$ cat src/rtl/gate_pkg.sv
// Shared types for the gate direction detector.
// Contents: FSM state enum, debounced sensor codes {a,b}, registered pulse payload.
package gate_pkg;

    typedef enum logic [2:0] {
        IDLE  = 3'd0,
        EN1   = 3'd1,
        EN2   = 3'd2,
        EN3   = 3'd3,
        EX1   = 3'd4,
        EX2   = 3'd5,
        EX3   = 3'd6,
        CLEAR = 3'd7
    } gate_state_t;

    // Debounced sensor codes, ordered {a, b}
    localparam logic [1:0] S_NONE = 2'b00;
    localparam logic [1:0] S_A    = 2'b10;
    localparam logic [1:0] S_B    = 2'b01;
    localparam logic [1:0] S_AB   = 2'b11;

    // One-cycle event pulses produced by the FSM
    typedef struct packed {
        logic car_enter;
        logic car_exit;
        logic seq_error;
    } gate_pulse_t;

endpackage

$ cat src/rtl/sensor_debounce.sv
// Two-flop synchroniser followed by a stability debouncer for one beam sensor.
// Ports:
//   clk    in  block clock
//   reset  in  asynchronous, active-high
//   raw    in  asynchronous raw sensor (1 = beam blocked)
//   level  out debounced level; follows raw only after DEB_CYCLES
//              consecutive synchronised samples that differ from it
module sensor_debounce #(
    parameter int unsigned DEB_CYCLES = 4
) (
    input  logic clk,
    input  logic reset,
    input  logic raw,
    output logic level
);

    localparam int unsigned CNT_W = (DEB_CYCLES > 1) ? $clog2(DEB_CYCLES) : 1;

    logic             sync1;
    logic             sync2;
    logic [CNT_W-1:0] cnt;

    // Synchronise, then count consecutive samples disagreeing with the current level
    always_ff @(posedge clk or posedge reset) begin
        if (reset) begin
            sync1 <= 1'b0;
            sync2 <= 1'b0;
            cnt   <= '0;
            level <= 1'b0;
        end else begin
            sync1 <= raw;
            sync2 <= sync1;
            if (sync2 == level) begin
                cnt <= '0;
            end else if (cnt == CNT_W'(DEB_CYCLES - 1)) begin
                level <= sync2;
                cnt   <= '0;
            end else begin
                cnt <= cnt + CNT_W'(1);
            end
        end
    end

endmodule

$ cat src/rtl/gate_direction_detector.sv
// Parking gate direction detector: debounces the outer (A) and inner (B) beam
// sensors and follows the blocking sequence to emit one pulse per vehicle.
// Optional feature macro: GATE_TIMEOUT_EN (FSM dwell timeout -> seq_error, CLEAR).
// Ports:
//   clk        in  block clock (same divided clock as the occupancy counter)
//   reset      in  asynchronous, active-high
//   sensor_a   in  raw outer sensor, asynchronous, 1 = blocked
//   sensor_b   in  raw inner sensor, asynchronous, 1 = blocked
//   car_enter  out 1-cycle pulse, complete entry sequence
//   car_exit   out 1-cycle pulse, complete exit sequence
//   busy       out FSM not in IDLE
//   seq_error  out 1-cycle pulse, illegal transition (or timeout)
module gate_direction_detector
    import gate_pkg::*;
#(
    parameter int unsigned DEB_CYCLES     = 4,
    parameter int unsigned TIMEOUT_CYCLES = 2000
) (
    input  logic clk,
    input  logic reset,
    input  logic sensor_a,
    input  logic sensor_b,
    output logic car_enter,
    output logic car_exit,
    output logic busy,
    output logic seq_error
);

    logic        deb_a;
    logic        deb_b;
    logic [1:0]  code;

    gate_state_t state;
    gate_state_t state_next;
    gate_pulse_t pulse_r;
    gate_pulse_t pulse_next;
    logic        bad_move;

    sensor_debounce #(.DEB_CYCLES(DEB_CYCLES)) u_deb_a (
        .clk   (clk),
        .reset (reset),
        .raw   (sensor_a),
        .level (deb_a)
    );

    sensor_debounce #(.DEB_CYCLES(DEB_CYCLES)) u_deb_b (
        .clk   (clk),
        .reset (reset),
        .raw   (sensor_b),
        .level (deb_b)
    );

    assign code = {deb_a, deb_b};

`ifdef GATE_TIMEOUT_EN
    localparam int unsigned TMO_W = $clog2(TIMEOUT_CYCLES + 1);
    logic [TMO_W-1:0] tmo_cnt;
    logic             tmo_fire;
`else
    logic unused_timeout;
    assign unused_timeout = ^TIMEOUT_CYCLES;
`endif

    // State and registered outputs
    always_ff @(posedge clk or posedge reset) begin
        if (reset) begin
            state   <= IDLE;
            pulse_r <= '0;
            busy    <= 1'b0;
        end else begin
            state   <= state_next;
            pulse_r <= pulse_next;
            busy    <= (state_next != IDLE);
        end
    end

    // Next state: each state has one forward and one backward single-bit move;
    // any other code change (both bits at once) is illegal
    always_comb begin
        state_next = state;
        pulse_next = '0;
        bad_move   = 1'b0;
`ifdef GATE_TIMEOUT_EN
        tmo_fire   = 1'b0;
`endif
        case (state)
            IDLE: begin
                if (code == S_A)            state_next = EN1;
                else if (code == S_B)       state_next = EX1;
                else if (code != S_NONE)    bad_move   = 1'b1;
            end
            EN1: begin
                if (code == S_AB)           state_next = EN2;
                else if (code == S_NONE)    state_next = IDLE;
                else if (code != S_A)       bad_move   = 1'b1;
            end
            EN2: begin
                if (code == S_B)            state_next = EN3;
                else if (code == S_A)       state_next = EN1;
                else if (code != S_AB)      bad_move   = 1'b1;
            end
            EN3: begin
                if (code == S_NONE) begin
                    state_next           = IDLE;
                    pulse_next.car_enter = 1'b1;
                end
                else if (code == S_AB)      state_next = EN2;
                else if (code != S_B)       bad_move   = 1'b1;
            end
            EX1: begin
                if (code == S_AB)           state_next = EX2;
                else if (code == S_NONE)    state_next = IDLE;
                else if (code != S_B)       bad_move   = 1'b1;
            end
            EX2: begin
                if (code == S_A)            state_next = EX3;
                else if (code == S_B)       state_next = EX1;
                else if (code != S_AB)      bad_move   = 1'b1;
            end
            EX3: begin
                if (code == S_NONE) begin
                    state_next          = IDLE;
                    pulse_next.car_exit = 1'b1;
                end
                else if (code == S_AB)      state_next = EX2;
                else if (code != S_A)       bad_move   = 1'b1;
            end
            CLEAR: begin
                if (code == S_NONE)         state_next = IDLE;
            end
            default:                        state_next = IDLE;
        endcase

        if (bad_move) begin
            state_next           = CLEAR;
            pulse_next.seq_error = 1'b1;
        end

`ifdef GATE_TIMEOUT_EN
        // Timeout only applies when the FSM would otherwise stay put
        if ((state != IDLE) && (state_next == state) &&
            (tmo_cnt == TMO_W'(TIMEOUT_CYCLES - 1))) begin
            tmo_fire             = 1'b1;
            state_next           = CLEAR;
            pulse_next.seq_error = 1'b1;
        end
`endif
    end

`ifdef GATE_TIMEOUT_EN
    // Dwell counter: restarts on any state change, in IDLE, and after firing
    always_ff @(posedge clk or posedge reset) begin
        if (reset) begin
            tmo_cnt <= '0;
        end else if ((state == IDLE) || (state_next != state) || tmo_fire) begin
            tmo_cnt <= '0;
        end else begin
            tmo_cnt <= tmo_cnt + TMO_W'(1);
        end
    end
`endif

    assign car_enter = pulse_r.car_enter;
    assign car_exit  = pulse_r.car_exit;
    assign seq_error = pulse_r.seq_error;

endmodule

$ cat config.mk
export PLATFORM = sky130hd
export DESIGN_NAME = gate_direction_detector
export DESIGN_NICKNAME = d
export VERILOG_FILES = /design/src/rtl/gate_pkg.sv /design/src/rtl/sensor_debounce.sv /design/src/rtl/gate_direction_detector.sv
export SDC_FILE = /design/constraint.sdc
export NUM_CORES = 1
export LEC_CHECK = 0
export CORE_MARGIN = 2
export CORE_UTILIZATION = 30
export DETAILED_ROUTE_END_ITERATION = 6
export GPL_TIMING_DRIVEN = 0
export PLACE_DENSITY_LB_ADDON = 0.3
export SETUP_SLACK_MARGIN = 0.02
export SLEW_MARGIN = 10
export SYNTH_ARGS = -nofsm -noshare
export SYNTH_HDL_FRONTEND = slang
export SYNTH_SLANG_ARGS = --single-unit
$ cat constraint.sdc
create_clock -name clk -period 1.4 [get_ports clk]
set_input_delay 0.21 -clock clk [delete_from_list [all_inputs] [get_ports clk]]
set_output_delay 0.21 -clock clk [all_outputs]
set_load 0.03 [all_outputs]
=== Word level (Yosys, flattened, before mapping) ===
Cells that the tools add are included.

* Bits in registers: 17
* Input bits: 4
* Output and inout bits: 4

* $add $sub $neg: 2
* Equal/unequal tests: 17
* Multiplexer cells: 41
* Bitwise gates (word level): 2
* Reduce and logical (&&, ||, !) cells: 6

{| class="wikitable"
|+ Operators by type and width
! kind !! number
|-
| 3-bit 2-to-1 mux || 13
|-
| 3-bit one-hot mux with 8 select lines || 1
|-
| 1-bit 2-to-1 mux || 22
|-
| 3-bit equality test (second input constant) || 4
|-
| 2-bit equality test (second input constant) || 4
|-
| 2-bit 2-to-1 mux || 4
|-
| 1-bit one-hot mux with 7 select lines || 1
|-
| 3-bit by 2-bit equality test with 1-bit output (second input constant) || 2
|-
| 2-bit by 1-bit adder with 2-bit output (second input constant) || 2
|-
| 2-bit inequality test (second input constant) || 2
|-
| 2-bit AND reduction || 2
|-
| 3-bit by 1-bit equality test with 1-bit output (second input constant) || 1
|-
| 3-bit zero test || 1
|-
| 3-bit nonzero test || 1
|-
| 1-bit equality test || 2
|-
| 2-bit by 1-bit equality test with 1-bit output (second input constant) || 1
|-
| 2-bit zero test || 1
|-
| 2-bit by 1-bit inequality test with 1-bit output (second input constant) || 1
|-
| 1-bit NOT || 2
|-
| 2-bit nonzero test || 1
|}

=== Depth between registers and ports, before layout ===
Gate-level depths: netlist (run 1).

* Depth in word-level cells: 7
* Mapped depth: 5
* Depth with buffers taken out: 4

=== Modules after synthesis ===
A second synthesis (run 1) with hierarchy kept.

* Cells, all modules: 73
* Area total of the unflattened synthesis: 788.3 µm²

{| class="wikitable"
|+ By module, submodules not included
! module !! times used !! cells each !! area an instance (µm²) !! seq. area each (µm²)
|-
| gate_direction_detector || 1 || 51 || 432.9 || 175.2
|-
| sensor_debounce || 2 || 11 || 177.7 || 125.1
|}

=== Least setup slack after synthesis (run 1) ===
OpenSTA, ideal clock, no wires.

* Path kind: reg2reg
* Start point: register u_deb_b.level
* End point: register state[1]
* Library setup time: 136 ps
* Arrival time: 1043 ps
* Required time: 1264 ps
* Slack: 221 ps
* Stages on the path, launching flop included: 6
* Path buffers: 1
* Period minus slack after synthesis: 1179 ps
* Cells stage by stage: dfrtp_1 > buf_2 > inv_1 > o21ai_0 > a221oi_1 > o21ai_0

* Word-level cells in the longest chain between the ends: 6
* Elaborated cells on any way between the ends: 41

{| class="wikitable"
|+ RTL lines
! item !! line !! source
|-
| from (decl) || sensor_debounce.sv:14 || <nowiki>output logic level</nowiki>
|-
| from (signal assigned) || sensor_debounce.sv:36 || <nowiki>level <= sync2;</nowiki>
|-
| 2-bit inequality test (tied with other cells) || gate_direction_detector.sv:95, gate_direction_detector.sv:126 ||
|-
| 1-bit 2-to-1 mux, on equally long branches || n/a ||
|-
| 1-bit 2-to-1 mux (tied with other cells) || gate_direction_detector.sv:125 || <nowiki>else if (code == S_AB) state_next = EX2;</nowiki>
|-
| 1-bit 2-to-1 mux (tied with other cells) || gate_direction_detector.sv:121 || <nowiki>if (code == S_NONE) begin</nowiki>
|-
| 1-bit one-hot mux with 7 select lines || gate_direction_detector.sv:86 || <nowiki>case (state)</nowiki>
|-
| 3-bit 2-to-1 mux * || gate_direction_detector.sv:134 || <nowiki>if (bad_move) begin</nowiki>
|-
| net state_next[1] || gate_direction_detector.sv:34 || <nowiki>gate_state_t state_next;</nowiki>
|-
| to (signal assigned) || gate_direction_detector.sv:71 || <nowiki>state <= state_next;</nowiki>
|-
| to (decl) || gate_direction_detector.sv:33 || <nowiki>gate_state_t state;</nowiki>
|}

Mark *: on every way through the listed nets, which the timed path passes. The rest lies on a longest branch.
A chain may end at the register's enable or synchronous reset.

=== Final worst setup path (run 1) ===
* Start point: register state[2]
* End point: register state[0]

* Word-level cells in the longest chain between the ends: 3
* Elaborated cells on any way between the ends: 11

{| class="wikitable"
|+ RTL lines
! item !! line
|-
| 3-bit equality test (tied with other cells) || gate_direction_detector.sv:86
|-
| 3-bit one-hot mux with 8 select lines or 1-bit one-hot mux with 7 select lines (tied branches) || gate_direction_detector.sv:86
|-
| 3-bit 2-to-1 mux * || gate_direction_detector.sv:134
|-
| net state_next[0] || gate_direction_detector.sv:34
|}

Marks and branches as above.

==> summary.txt, run 1 <==
H-tree Lvls - 1
Max VDD drop - 0.9015 mV
initial antenna violation count - 0
Post-Syn Area - 783.3 µm²
Total Power - 2.067 mW
top flop regs - state: 3 flops, u_deb_a.cnt: 2 flops, u_deb_b.cnt: 2 flops
die height - 55.10 µm
Area Growth Syn to Fin - 16.45%
antenna fix cells - 0
Placeable Area - 2477 µm²
Hold Crit Class - input pin to asynchronous set/reset pin
CP Capture Type - flop
Cell Rows - 18
Initial Util - 31.62%
Routed Wire Length - 1269 µm
crit path DAT - 1450 ps
Vias/cell - 4.716
dominant synthesized flop cell - dfrtp_1
Yosys cell types - 30
Pre-Repair DR Iteration Count - 4
period utilization - 91.67%
drt first-iter violations - 2
Boundary Pins - 8
drt drc - 0
drt wl/cell - 10.94 µm
DR top layer - met3
pre-CTS setup slack - 86.56 ps
R2R cell count - 4
R2R setup slack - 120 ps
setup TNS - 0 ps
share of synthesized registers carrying an async set or reset - 100.0%
Largest Register - state
clock skew - 4.843 ps
RSZ-0062 raised after global routing - yes
Num CTS Buffers - 3
clock buffer depth - 2
Final WS setup - 116.7 ps
root buffer cell - clkbuf_4
Final Max Tran Viols - 0
proportion of layout cells with a drive suffix above 1 - 12.79%
global-route wire length before repair - 2318 µm
CTS tree - done
WL met2 - 628 µm
maxcap violations - 0
Clock Sinks - 17
Hold Vio Cnt, Final - 0
all-layer global routing usage - 10.92%
Post-synth EDFFs - 0
status - completed
critical path type - flop to flop
Pleak - 0.4062 nW
CP startpoint - state[2]
Crit Path Max Fanout - 10
Slew @ Worst Pin - 623.3 ps
min Tclk post-route - 1283 ps
Die ar. - 3035 µm²
Reg clk slew, reported paths - 100 ps
sequential cell area fraction in the yosys report - 54.31%
worst r2r src - state[2]
Post-Syn Instances - 76
largest net degree at the start of global routing - 18
Rel. slew slack - 58.40%
post-synthesis register bit count - 17
Setup crit start kind - flop
Yosys warnings - 0
DIE WIDTH - 55.10 µm
required time worst endpoint - 1570 ps
Post CTS Setup Buffer Count - 0
GRT overflow - 0
crit path to - state[0]
gpl congestion - 0.8565
syn_nets - 82
Critical R2R Capture - state[0]
DR vias - 547
P per Cell Area - 2266 nW/µm²
final net count - 93
DP Wirelength - 908.1 µm
vias in the first global route - 529
max frequency - 0.7792 GHz
IO Port Bufs - 7
syn_area_per_cell - 10.31 µm²
clk_lat worst skew - 290 ps
met3 WL post-DR - 71 µm
max FFs per register - 3
Post-DRT Antenna Nets - 0
setup violators final - 0
met1 wire length - 568 µm
==> synth_stat cells, types with 2 or more instances <==
cell,n,area [µm²]
nor2_1,6,22.52
nand2b_1,2,12.51
buf_2,2,10.01
xor2_1,2,17.52
a221oi_1,2,17.52
nand2_1,6,22.52
inv_1,3,11.26
a31oi_1,2,12.51
a21oi_1,4,20.02
nor2b_1,4,25.02
buf_4,2,15.01
nor3_1,2,10.01
ha_1,2,25.02
o21ai_0,5,25.02
dfrtp_1,17,425.4
==> cell type report <==
type | count | area (µm²)
Inverter | 3 | 11.26
Tap cell | 30 | 37.54
Buffer | 5 | 36.28
Sequential cell | 17 | 425.4
Fill cell | 262 | 1565
Timing Repair Buffer | 7 | 65.06
Multi-Input combinational cell | 50 | 306.5
Clock inverter | 1 | 7.507
Clock buffer | 3 | 22.52
==> cell families after synthesis <==
logic type               Yosys count  synth area share, %
buffers and inverters              9                6.548
adder cells (fa/ha/maj)            2                3.194
AO/OA/AOI/OAI                     18                14.06
AND/OR/NAND/NOR                   26                17.09
flip-flops                        17                54.31
XOR/XNOR                           3                3.355
multiplexers                       1                1.438
==> repair_timing <==
| item | 4_1_cts | 5_1_grt |
|---|---|---|
| hold buffers | 0 | 0 |
| gates resized for setup | 4 | 1 |
| setup endpoints to repair | 4 | 2 |
| hold endpoints to repair | 0 | 0 |
==> how the worst min path moves through the flow <==
stage | slack, ps | end | startpoint
final | 290 | u_deb_a.sync1 | reset
after global routing | 350 | u_deb_a.sync1 | reset
after CTS | 300 | u_deb_a.sync1 | reset
after detailed placement | 340 | u_deb_b.sync2 | u_deb_b.sync1
after global placement | 330 | u_deb_b.sync2 | u_deb_b.sync1
after floorplan | 140 | busy | reset
==> through the flow <==
stage	instance area [µm²]	cells	utilization (%)	hold WS [ps]
after floorplan	783.3	76	-	136.1
after global placement	890.9	113	35.96	334.7
after detailed placement	890.9	113	35.96	337.8
after CTS	915.9	117	36.97	298.8
after global routing	912.1	116	36.82	346.4
final	912.1	116	36.82	286.1
==> placed cells by master (no fill, tap or decap), types with 3 or more instances in the layout <==
master | Yosys | final
dfrtp_1 | 17 | 17
nand2_1 | 6 | 6
nor2_1 | 6 | 6
o21ai_0 | 5 | 5
nor2b_1 | 4 | 4
a21oi_1 | 4 | 4
dlygate4sd2_1 | 0 | 4
clkbuf_4 | 0 | 3
clkdlybuf4s50_1 | 0 | 3
==> layer usage <==
| metal | track usage (%) | up-vias |
|---|---|---|
| li1 | - | 283 |
| met1 | 13.10 | 250 |
| met2 | 18.06 | 14 |
| met3 | 4.839 | 0 |
| met4 | 2.439 | 0 |
| met5 | 0 | - |
==> report_power, final <==
part	total, mW	internal (mW)	switching, mW	leakage, nW
Combinational	1.05	0.444	0.607	0.184
Sequential	0.754	0.659	0.0949	0.208
Clock	0.261	0.109	0.153	0.0139
==> critical path, cell delays in order, from the launching register on <==
cell	delay [ps]
dfrtp_1	460
buf_4	200
nor2_1	70
a221oi_1	300
o22ai_1	130
Power figures use the tool's default switching activity.
==> run 2: changes to the inputs <==
SETUP_SLACK_MARGIN = 0.4   (was 0.02)
==> run 2 against run 1 <==
Effect of this change:
- first-iteration DRC count grew to 4.5 times the previous value
- highest routed layer is now met4
- power increased by 54%
- maximum frequency down 1.5%
- die area unchanged
- clock power up 5%
- critical path type unchanged
- critical path depth grew 2
==> summary.txt, run 2 (synthesis gave the netlist of run 1 again) <==
initial antenna violation count - 0 (unchanged)
max frequency - 0.7678 GHz (-1.5%)
Initial Util - 31.62% (unchanged)
Hold Vio Cnt, Final - 0 (unchanged)
Psw - 1.281 mW (+50%)
Reg clk slew, reported paths - 100 ps (about the same)
max FFs per register - 3 (unchanged)
all-layer global routing usage - 12.29% (+1.4 points)
drt drc - 0 (unchanged)
proportion of layout cells with a drive suffix above 1 - 50.49% (+38 points)
CTS tree - done
Total Power - 3.187 mW (+54%)
clk_lat worst skew - 290 ps (about the same)
required time worst endpoint - 1580 ps (about the same)
DP Wirelength - 981 µm (+8.0%)
min Tclk post-route - 1302 ps (+19.01 ps)
Num CTS Buffers - 3 (unchanged)
root buffer cell - clkbuf_4
CTS Hold Bufs - 0 (unchanged)
Max VDD drop - 1.586 mV (+76%)
Area Growth Syn to Fin - 60.22%
drt wl/cell - 13.29 µm (+22%)
clock buffer depth - 2 (unchanged)
GRT overflow - 0 (unchanged)
setup TNS - 0 ps (unchanged)
pre-CTS setup slack - 155.3 ps (+68.74 ps)
Boundary Pins - 8 (unchanged)
critical path type - flop to flop
RSZ-0062 raised after global routing - yes
Setup crit start kind - flop
Pint - 1.906 mW (+57%)
Hold Crit Class - input pin to asynchronous set/reset pin
Pre-Repair DR Iteration Count - 4 (unchanged)
Cell Rows - 18 (unchanged)
DR vias - 651 (+19%)
final net count - 110 (+18%)
WHS - 285.6 ps (-0.4620 ps)
CP Capture Type - flop
period utilization - 93.02% (+1.4 points)
Routed Wire Length - 1768 µm (+39%)
gpl congestion - 0.8677 (+1.3%)
setup violators final - 0 (unchanged)
die height - 55.10 µm (unchanged)
Placeable Area - 2477 µm² (unchanged)
clock skew - 1.462 ps (-3.381 ps)
vias in the first global route - 566 (+7.0%)
fillers - 222 (-15%)
Largest Register - state
Final Max Tran Viols - 0 (unchanged)
H-tree Lvls - 1 (unchanged)
drt first-iter violations - 9 (+7)
Clock Sinks - 17 (unchanged)
Die ar. - 3035 µm² (unchanged)
Final WS setup - 97.65 ps (-19.01 ps)
antenna fix cells - 0 (unchanged)
DIE WIDTH - 55.10 µm (unchanged)
Sequential Power Share - 24.3% (-12 points)
leading cell types in the layout, fill and taps excluded - 16 x dfrtp_1, 12 x buf_6, 11 x buf_4
most common cell after layout, fill and taps aside - dfrtp_1
Pleak - 0.5568 nW (+37%)
IO Port Bufs - 7 (unchanged)
Post-DRT Antenna Nets - 0 (unchanged)
Final Util - 50.66% (+14 points)
crit path DAT - 1480 ps (+30 ps)
maxcap violations - 0 (unchanged)
status - completed
Vias/cell - 4.895 (+3.8%)
Clock power frac - 8.6% (-4.0 points)
power share of the combinational group - 67.1% (+16 points)
switch share - 40.20% (-1.2 points)
Rel. slew slack - 57.39% (-1.0 points)
top flop regs - state: 3 flops, u_deb_a.cnt: 2 flops, u_deb_b.cnt: 2 flops
global-route wire length before repair - 2553 µm (+10%)
Crit Path Max Fanout - 4 (-6)
largest net degree at the start of global routing - 18 (unchanged)
P per Cell Area - 2540 nW/µm² (+12%)
Slew @ Worst Pin - 638.4 ps (+15.12 ps)
==> run 2: cell types whose count changed in the layout (fill, tap and decap cells not counted), sizes merged <==
cell         change
clkbuf           +1
dlygate4sd2      -4
buf             +20
==> run 2: worst max-delay path, stage by stage, from the launching register on <==
cell and delay, ps:
dfrtp_1 400, buf_6 130, buf_4 130, nand2_4 70, nand2_1 70, a221oi_2 270, o22ai_2 110
==> run 2: timing repair <==
| item | in CTS | in global routing |
|---|---|---|
| setup buffers | 3 | 12 |
| endpoints found under the setup margin | 12 | 15 |
| gates resized for setup | 40 | 26 |
| gates cloned | 0 | 1 |
| pin swaps | 5 | 9 |
==> run 2: cell type report <==
cell class	instances	area (µm²)	area share, %
clock buffer	3	22.52	1.795
clock inverter	1	7.507	0.5982
tap	30	37.54	2.991
timing repair buffer	23	227.7	18.15
buffer	6	80.08	6.381
sequential	17	426.7	34.00
inverter	3	13.76	1.097
multi-input combinational	50	439.2	35.00
==> run 2: layer usage <==
layer	share of wire, %	vias to the layer above	routed length [µm]	track usage [%]
li1	-	322	-	-
met3	3.1	4	55	6.183
met1	41	313	724	13.28
met2	54	12	958	20.04
met4	1.6	0	29	5.691
met5	0	-	0	0
==> run 2: power by group through the flow <==
| stage | Clock [mW] | Combinational (mW) | Sequential [mW] |
|---|---|---|---|
| final | 0.274 | 2.14 | 0.775 |
| after global routing | 0.312 | 2.31 | 0.788 |
| after CTS | 0.289 | 1.47 | 0.772 |
| after detailed placement | 0 | 1.19 | 0.757 |
| after global placement | 0 | 1.18 | 0.746 |
| after floorplan | 0 | 0.862 | 0.817 |
==> run 2: through the flow <==
stage,area (µm²),std cells
2_1_floorplan,805.8,76
3_3_place_gp,913.4,113
3_5_place_dp,913.4,113
4_1_cts,1040,120
5_1_grt,1255,133
6_report,1255,133
==> run 2: final timing paths <==
path                          startpoint            end  slack [ps]  cells after the start
max                             state[0]       state[0]         100                      6
min                                reset  u_deb_b.sync1         290                      2
max reg2reg                     state[0]       state[0]         100                      6
min reg2reg                u_deb_b.sync1  u_deb_b.sync2         360                      0
max in group asynchronous          reset       state[2]         670                      2
min in group clk                sensor_a  u_deb_a.sync1         340                      1
==> run 3: changes to the inputs <==
clock period = 1.2 ns   (was 1.4 ns; I/O delays follow)
==> run 3 against run 2 <==
Effect of this change:
- clock skew hardly changed
- the flow now finishes with violations (negative setup slack)
- largest power group unchanged
- non-clock buffer count down 2
- clock-buffer cell count grew 1
==> summary.txt, run 3 (synthesis gave the netlist of run 1 again) <==
initial antenna violation count - 0 (unchanged)
Top Family by Delay on Critical Path - compound AO/OA/AOI/OAI gates
Final Max Tran Viols - 0 (unchanged)
most common cell after layout, fill and taps aside - dfrtp_1
Setup crit start kind - flop
Cell Rows - 18 (unchanged)
drt drc - 0 (unchanged)
Post-DRT Antenna Nets - 0 (unchanged)
Boundary Pins - 8 (unchanged)
critical path type - flop to flop
maxcap violations - 0 (unchanged)
CP Capture Type - flop
Pre-Repair DR Iteration Count - 4 (unchanged)
gpl congestion - 0.8194 (-5.6%)
worst r2r src - state[1]
largest net degree at the start of global routing - 18 (unchanged)
required time worst endpoint - 1360 ps (-220 ps)
GRT overflow - 0 (unchanged)
Initial Util - 31.62% (unchanged)
Hold Vio Cnt, Final - 0 (unchanged)
H-tree Lvls - 1 (unchanged)
leading cell types in the layout, fill and taps excluded - 16 x dfrtp_1, 14 x buf_6, 8 x buf_4
Buf+Inv Stages, Crit Path - 1 (-1)
DR vias - 661 (+1.5%)
clk_lat worst skew - 290 ps (about the same)
final net count - 108 (-1.8%)
WHS - 217.0 ps (-68.59 ps)
pre-CTS setup slack - -57.57 ps (-212.9 ps)
DIE WIDTH - 55.10 µm (unchanged)
worst-path cell chain - buf_6 -> nand2_2 -> o21ai_1 -> a221oi_1 -> o21ai_1
clock buffer depth - 2 (unchanged)
Num CTS Buffers - 3 (unchanged)
period utilization - 106.0% (+13 points)
Critical R2R Capture - state[1]
status - complete, but fails checks
RSZ-0062 raised after global routing - yes
Vias/cell - 5.046 (+3.1%)
Total Power - 3.404 mW (+6.8%)
IO Port Bufs - 7 (unchanged)
Pleak - 0.5130 nW (-7.9%)
Max VDD drop - 1.358 mV (-14%)
crit path DAT - 1430 ps (-50 ps)
Area Growth Syn to Fin - 52.72%
Reg clk slew, reported paths - 90 ps (about the same)
Routed Wire Length - 1634 µm (-7.6%)
setup violators final - 4 (+4)
WP depth - 5 (-1)
Crit Path Max Fanout - 9 (+5)
R2R cell count - 5 (-1)
vias in the first global route - 642 (+13%)
global-route wire length before repair - 2711 µm (+6.2%)
Final WS setup - -71.45 ps (-169.1 ps)
max frequency - 0.7865 GHz (+2.4%)
Die ar. - 3035 µm² (unchanged)
R2R setup slack - -70 ps (-170 ps)
Max stage delay on crit path - 390 ps (about the same)
die height - 55.10 µm (unchanged)
Slew @ Worst Pin - 363.5 ps (-275.0 ps)
P per Cell Area - 2846 nW/µm² (+12%)
drt wl/cell - 12.47 µm (-6.2%)
proportion of layout cells with a drive suffix above 1 - 44.55% (-5.9 points)
clock skew - 1.650 ps (+0.1877 ps)
Placeable Area - 2477 µm² (unchanged)
failing checks - negative setup slack
Clock Sinks - 17 (unchanged)
root buffer cell - clkbuf_4
antenna fix cells - 0 (unchanged)
Hold Crit Class - input pin to asynchronous set/reset pin
CTS Hold Bufs - 0 (unchanged)
CTS tree - done
all-layer global routing usage - 12.80% (+0.50 points)
cell mode on critical path - o21ai_1
fillers - 232 (+4.5%)
max FFs per register - 3 (unchanged)
Rel. slew slack - 75.72% (+18 points)
min Tclk post-route - 1271 ps (-30.90 ps)
drt first-iter violations - 15 (+6)
Largest Register - state
top flop regs - state: 3 flops, u_deb_a.cnt: 2 flops, u_deb_b.cnt: 2 flops
DP Wirelength - 972.3 µm (-0.89%)
slowest stage cell, crit path - dfrtp_1
run 3: layout make-up:
cell class | instances | area, µm² | area share, %
multi-input cells | 50 | 410.4 | 34.31
flip-flops and latches | 17 | 426.7 | 35.67
plain buffers | 6 | 75.07 | 6.276
well taps | 30 | 37.54 | 3.138
clock buffers | 4 | 26.28 | 2.197
inverters | 3 | 17.52 | 1.464
repair buffers | 21 | 202.7 | 16.95
run 3: how the worst max path moves through the flow:
stage | slack [ps] | to | from
after floorplan | 70 | seq_error | state[0]
after detailed placement | -60 | state[1] | u_deb_b.level
final | -70 | state[1] | state[1]
after global routing | -120 | seq_error | state[0]
after CTS | -40 | seq_error | state[0]
after global placement | -40 | state[1] | u_deb_b.level
run 3: per-layer routing:
layer | vias to the layer above | global-route usage [%] | share of wire [%]
li1 | 310 | - | -
met1 | 331 | 14.26 | 40
met2 | 18 | 22.62 | 55
met3 | 2 | 4.839 | 4.3
met4 | 0 | 3.659 | 0.86
met5 | - | 0 | 0
run 3: power by group:
group          total [mW]  internal [mW]  switching [mW]
Sequential          0.917          0.775           0.141
Clock               0.300          0.129           0.171
Combinational        2.19           1.16            1.03
Total                3.40           2.06            1.34
run 3: worst register-to-register path: stages (launching register included):
cell and delay (ps):
dfrtp_1 390, buf_6 140, nand2_2 100, o21ai_1 80
a221oi_1 320, o21ai_1 120
run 3: metrics by stage:
step | setup TNS, ps | util (%) | cell area, µm² | instances
CTS | -86.67 | 44.65 | 1106 | 127
floorplan | 0 | - | 820.8 | 76
finish | -150.5 | 48.28 | 1196 | 131
global placement | -44.29 | 37.47 | 928.4 | 113
global route | -395.0 | 48.28 | 1196 | 131
detailed placement | -125.3 | 37.47 | 928.4 | 113
run 3: what timing repair did:
action,CTS,global route
hold endpoints to repair,0,0
resized for setup,46,12
setup endpoints to repair,17,26
pin swaps,6,5
buffers inserted,10,4
